File: src/rtl/exe_lane_gate_ctrl_pkg.sv
// Shared types and dynamic-config defaults for the execution-lane gate sequencer.
package exe_lane_gate_ctrl_pkg;

  // Lane power/activity sequence states.
  typedef enum logic [2:0] {
    ST_ON      = 3'd0,
    ST_DRAIN   = 3'd1,
    ST_QUIESCE = 3'd2,
    ST_OFF     = 3'd3,
    ST_WAKE    = 3'd4
  } lane_gate_state_e;

  // Dynamic-config defaults for the wake and quiesce windows (legal range 1..15).
  localparam int DEFAULT_WAKE_CYCLES    = 2;
  localparam int DEFAULT_QUIESCE_CYCLES = 2;

  // Width of the shared wake/quiesce countdown timer.
  localparam int TIMER_W = 4;

endpackage

File: src/rtl/exe_lane_gate_ctrl_inflight_counter.sv
// Saturating up/down count of live ops in the lane pipe, with flush clear
// and single-cycle underflow/overflow indications.
module lane_inflight_counter #(
  parameter int WIDTH = 3
) (
  input  logic             clk,
  input  logic             rst_n,
  input  logic             inc,
  input  logic             dec,
  input  logic             flush,
  output logic [WIDTH-1:0] cnt,
  output logic             underflow,
  output logic             overflow
);

  localparam logic [WIDTH-1:0] CNT_MAX = '1;

  logic [WIDTH-1:0] cnt_next;

  // Next count: flush clears, opposing inc/dec cancel, both ends saturate.
  always_comb begin
    // NOTE: every output of a combinational block gets a default first so no path leaves it unassigned (which would infer a latch).
    cnt_next  = cnt;
    underflow = dec && !inc && (cnt == '0);
    overflow  = inc && !dec && (cnt == CNT_MAX);
    if (flush) begin
      cnt_next = '0;
    end else if (inc && !dec && !overflow) begin
      cnt_next = cnt + 1'b1;
    end else if (dec && !inc && !underflow) begin
      cnt_next = cnt - 1'b1;
    end
  end

  // Count register.
  always_ff @(posedge clk or negedge rst_n) begin
    // NOTE: sequential state uses non-blocking assignments so every flop samples pre-edge values.
    if (!rst_n) begin
      cnt <= '0;
    end else begin
      cnt <= cnt_next;
    end
  end

endmodule

File: src/rtl/exe_lane_gate_ctrl.sv
// Per-lane drain-then-gate / wake-then-enable sequencer for one memory
// execution pipe. Never gates the clock while an op is still live.
module exe_lane_gate_ctrl
  import exe_lane_gate_ctrl_pkg::*;
#(
  parameter int INFLIGHT_LOG   = 3,
  parameter int WAKE_CYCLES    = DEFAULT_WAKE_CYCLES,
  parameter int QUIESCE_CYCLES = DEFAULT_QUIESCE_CYCLES,
  parameter bit RESET_ACTIVE   = 1'b1
) (
  input  logic                    clk,
  input  logic                    reset,
  input  logic                    laneEnReq_i,
  input  logic                    issueValid_i,
  input  logic                    completeValid_i,
  input  logic                    flush_i,
  output logic                    laneActive_o,
  output logic                    issueBlock_o,
  output logic                    cfgStable_o,
  output logic [INFLIGHT_LOG-1:0] inflightCnt_o,
  output logic                    protErr_o
);

  localparam lane_gate_state_e       RESET_STATE  = RESET_ACTIVE ? ST_ON : ST_OFF;
  localparam logic [TIMER_W-1:0]     WAKE_LOAD    = TIMER_W'(WAKE_CYCLES - 1);
  localparam logic [TIMER_W-1:0]     QUIESCE_LOAD = TIMER_W'(QUIESCE_CYCLES - 1);

  lane_gate_state_e   state, state_next;
  logic [TIMER_W-1:0] timer, timer_next;
  logic               underflow, overflow;
  logic               active_next, block_next, err_next;

  lane_inflight_counter #(
    .WIDTH(INFLIGHT_LOG)
  ) u_inflight (
    .clk      (clk),
    .rst_n    (reset),
    .inc      (issueValid_i),
    .dec      (completeValid_i),
    .flush    (flush_i),
    .cnt      (inflightCnt_o),
    .underflow(underflow),
    .overflow (overflow)
  );

  // State and countdown timer registers.
  always_ff @(posedge clk or negedge reset) begin
    if (!reset) begin
      state <= RESET_STATE;
      timer <= '0;
    end else begin
      state <= state_next;
      timer <= timer_next;
    end
  end

  // Sequencing: an enable request always wins; quiesce aborts on any pipe activity.
  always_comb begin
    state_next = state;
    timer_next = timer;
    case (state)
      ST_ON: begin
        if (!laneEnReq_i) state_next = ST_DRAIN;
      end
      ST_DRAIN: begin
        if (laneEnReq_i) begin
          state_next = ST_ON;
        end else if ((inflightCnt_o == '0) && !issueValid_i) begin
          state_next = ST_QUIESCE;
          timer_next = QUIESCE_LOAD;
        end
      end
      ST_QUIESCE: begin
        if (laneEnReq_i) begin
          state_next = ST_ON;
        end else if ((inflightCnt_o != '0) || issueValid_i || completeValid_i) begin
          state_next = ST_DRAIN;
        end else if (timer == '0) begin
          state_next = ST_OFF;
        end else begin
          timer_next = timer - 1'b1;
        end
      end
      ST_OFF: begin
        if (laneEnReq_i) begin
          state_next = ST_WAKE;
          timer_next = WAKE_LOAD;
        end
      end
      ST_WAKE: begin
        if (!laneEnReq_i) begin
          state_next = ST_OFF;
        end else if (timer == '0) begin
          state_next = ST_ON;
        end else begin
          timer_next = timer - 1'b1;
        end
      end
      default: state_next = RESET_STATE;
    endcase
  end

  // Output decode from the upcoming state, plus sticky protocol-error detection.
  always_comb begin
    active_next = (state_next != ST_OFF);
    block_next  = (state_next != ST_ON);
    err_next    = protErr_o | underflow | overflow |
                  (issueValid_i & issueBlock_o) |
                  (completeValid_i & ~laneActive_o);
    cfgStable_o = (laneEnReq_i & (state == ST_ON)) | (~laneEnReq_i & (state == ST_OFF));
  end

  // Registered lane controls and error flag.
  always_ff @(posedge clk or negedge reset) begin
    if (!reset) begin
      laneActive_o <= RESET_ACTIVE;
      issueBlock_o <= !RESET_ACTIVE;
      protErr_o    <= 1'b0;
    end else begin
      laneActive_o <= active_next;
      issueBlock_o <= block_next;
      protErr_o    <= err_next;
    end
  end

endmodule

File: config.mk
export PLATFORM = sky130hd
export DESIGN_NAME = exe_lane_gate_ctrl
export DESIGN_NICKNAME = d
export VERILOG_FILES = /design/src/rtl/exe_lane_gate_ctrl_pkg.sv /design/src/rtl/exe_lane_gate_ctrl_inflight_counter.sv /design/src/rtl/exe_lane_gate_ctrl.sv
export SDC_FILE = /design/constraint.sdc
export NUM_CORES = 1
export LEC_CHECK = 0
export BUFFER_PORTS_ARGS = -buffer_cell sky130_fd_sc_hd__buf_2
export CAP_MARGIN = 0
export CORE_MARGIN = 2
export CORE_UTILIZATION = 55
export CTS_BUF_LIST = sky130_fd_sc_hd__clkbuf_16
export CTS_CLUSTER_DIAMETER = 30
export CTS_CLUSTER_SIZE = 20
export DETAILED_ROUTE_END_ITERATION = 6
export GPL_TIMING_DRIVEN = 0
export PLACE_DENSITY = 0.77
export SLEW_MARGIN = 10
export SYNTH_ARGS = -nofsm -noshare
export SYNTH_HDL_FRONTEND = slang
export SYNTH_HIERARCHICAL = 1
export SYNTH_SLANG_ARGS = --single-unit
File: constraint.sdc
create_clock -name clk -period 2.2 [get_ports clk]
set_clock_uncertainty 0.05 [all_clocks]
set_input_delay 0.11 -clock clk [delete_from_list [all_inputs] [get_ports clk]]
set_output_delay 0.11 -clock clk [all_outputs]
set_load 0.02 [all_outputs]
==> results.py <==
metrics = {
    "outcome": {
        "status": "complete, no violations",
    },
    "global_route": {
        "grt_pass1_vias": 783,
        "grt_use_total_pct": 24.5,
        "grt_pass1_wl_um": 3620,
        "grt_antenna_before_repair": 0,
        "grt.overflow.total": 0,
        "grt_max_degree": 14,
    },
    "synth": {
        "yosys_warnings": 6,
        "syn_nets": 116,
        "syn_avg_cell_area_um2": 8.75,
        "async_reset_ff_share_pct": 100,
        "netlist_area_um2": 945,
        "ys_types": 44,
        "synth_seq_cells": 13,
        "synth-edff-count": 0,
        "ys.flop_type": "dfrtp_1",
        "netlist_instances": 108,
        "synth_seq_area_share_pct": 34.6,
    },
    "floorplanning": {
        "rows": 14,
        "die_h_um": 45.4,
        "ioPinCount": 13,
        "fp.dieW_um": 45.4,
        "fp.coreArea_um2": 1560,
        "start_util_pct": 60.6,
        "dieArea_um2": 2070,
    },
    "placement": {
        "place_area_um2": 1020,
        "gp_congestion": 0.789,
        "dp_slack_ps": 89.2,
        "hpwlAfterDp_um": 1420,
        "place.port_buffers": 11,
        "placedCellCount": 135,
    },
    "power_and_ir_drop": {
        "combPwrFrac_pct": 26.5,
        "leakage_uw": 0.000455,
        "p_clk_share_pct": 39.1,
        "powerDensity_nw_per_um2": 762,
        "power_switching_uw": 252,
        "worst_ir_drop_vdd_uv": 435,
        "p_int_uw": 595,
        "p_sw_share_pct": 29.8,
        "seqPwrFrac_pct": 34.4,
    },
    "clock_tree": {
        "cts_max_path_buffers": 2,
        "cts-root-buf": "clkbuf_16",
        "path_clk_slew_ps": 40,
        "cts_buffers": 3,
        "clkSinkCount": 13,
        "clkLatencyLatePin_ps": 240,
        "post_cts_buffers": 0,
        "cts_tree": "done",
        "htree_levels": 1,
    },
    "worst_setup_path": {
        "required_ps": 2240,
        "critPathMaxFanout": 10,
        "path_class": "reg -> reg",
        "worstPathArrival_ps": 2170,
        "path_common_cell": "or4_4",
        "path_cells": "or4_4 -> or4_4 -> a22oi_1 -> o22ai_1",
        "startpoint_type": "register",
        "crit_slowest_cell": "or4_4",
        "crit_family": "simple AND/OR/NAND/NOR gates",
        "max_stage_delay_ps": 560,
        "worst-path-buf-inv": 0,
        "cp-end-kind": "register",
    },
    "sta": {
        "hold_viol": 0,
        "maxSlewViolCount": 0,
        "min_period_over_period_pct": 97.0,
        "finalSetupViolCount": 0,
        "fin_ws_ps": 66.4,
        "grt_setup_unrepaired": "false",
        "worst_pin_slew_ps": 594,
        "slew_headroom_pct": 60.0,
        "finalSetupTns_ps": 0,
        "period_needed_ps": 2130,
        "max_freq_mhz": 469,
    },
    "layout": {
        "nFillCells": 129,
        "nets": 133,
        "drive_gt1_share_pct": 23.4,
        "final_cell_mix": "11 x buf_2, 10 x dfrtp_1, 9 x nor2_1",
        "antenna_cells": 0,
        "instances_no_fill": 140,
        "layout_commonest_cell": "buf_2",
        "postLayoutCellArea_um2": 1110,
        "areaGrowthSynthToFinish_pct": 17.6,
    },
    "routing": {
        "drc": 0,
        "antenna_left": 0,
        "vias_per_cell": 6.08,
        "vias": 851,
        "initialDrtViolationCount": 14,
        "first_pass_iters": 4,
        "post_drt_wl_per_cell_um": 14.7,
        "wirelength_um": 2060,
    },
    "worst_hold_path": {
        "worstHoldPathType": "in -> reg",
    },
    "job": {
        "cap_violations": 0,
    },
}
state kept, by name, indices dropped and copies added (netlist names):
| register | cells |
|---|---|
| issueBlock_o | 1 |
| laneActive_o | 1 |
| protErr_o | 1 |
| state | 3 |
| timer | 4 |
| u_inflight/cnt | 3 |
kinds of logic (layout without fill, tap and decap cells):
| family | count (synthesis) | in the layout | synth area share, % |
|---|---|---|---|
| fa+ha+maj | 2 | 2 | 3.44 |
| flops | 13 | 13 | 34.6 |
| xor+xnor | 1 | 1 | 0.927 |
| simple gates | 51 | 51 | 33.0 |
| compound gates | 28 | 28 | 21.3 |
| mux | 1 | 1 | 1.19 |
| buf+inv | 12 | 28 | 5.56 |
cell usage after synthesis, drive strengths merged, types with 3 or more instances:
| master | number | area [µm²] |
|---|---|---|
| a21oi | 6 | 30.0 |
| o22ai | 3 | 18.8 |
| dfrtp | 12 | 300 |
| a22oi | 3 | 27.5 |
| nand2 | 6 | 22.5 |
| nor2 | 10 | 40.0 |
| clkbuf | 4 | 15.0 |
| nand3 | 5 | 25.0 |
| nor3 | 4 | 20.0 |
| nand2b | 6 | 40.0 |
| inv | 7 | 26.3 |
| o21ai | 7 | 35.0 |
cell type report:
class	count	area [µm²]	area share (%)
multi-input cells	83	566	50.9
flip-flops and latches	13	329	29.6
clock buffers	3	75.1	6.76
repair buffers	12	65.1	5.86
plain buffers	5	26.3	2.36
inverters	7	26.3	2.36
well taps	16	20.0	1.80
clock inverters	1	3.75	0.338
power groups by stage:
stage	clock [µW]	sequential, µW	combinational (µW)
finish	331	292	224
global route	351	296	250
CTS	336	290	223
detailed placement	0	293	219
global placement	0	292	210
floorplan	0	298	157
through the flow:
step | util [%] | total power [µW] | hold slack (ps)
final | 71.3 | 847 | 29.5
after global routing | 71.3 | 897 | 32.2
after CTS | 71.1 | 849 | 29.3
after detailed placement | 65.4 | 512 | -32.0
after global placement | 65.4 | 502 | -41.9
after floorplan | - | 455 | -236
metal layers:
| metal | global-route usage [%] | routed length (µm) | up-vias |
|---|---|---|---|
| li1 | - | - | 429 |
| met1 | 31.9 | 953 | 391 |
| met5 | 0 | 0 | - |
| met3 | 3.57 | 71 | 6 |
| met4 | 10.6 | 44 | 0 |
| met2 | 40.3 | 995 | 25 |
worst paths after layout:
kind | from | end | slack, ps | depth (start not counted)
max in group asynchronous | reset | laneActive_o | 1520 | 2
min in group asynchronous | reset | state[2] | 290 | 2
hold / removal | flush_i | u_inflight/cnt[2] | 30 | 2
setup reg to reg | u_inflight/cnt[1] | timer[3] | 70 | 4
hold reg to reg | issueBlock_o | protErr_o | 450 | 2
setup / recovery | u_inflight/cnt[1] | timer[3] | 70 | 4
what timing repair did:
item | 4_1_cts | 5_1_grt
gates resized for setup | 0 | 2
hold endpoints to repair | 13 | 0
endpoints found under the setup margin | 0 | 1
hold buffers | 1 | 0
(Power assumes the default switching activity.)
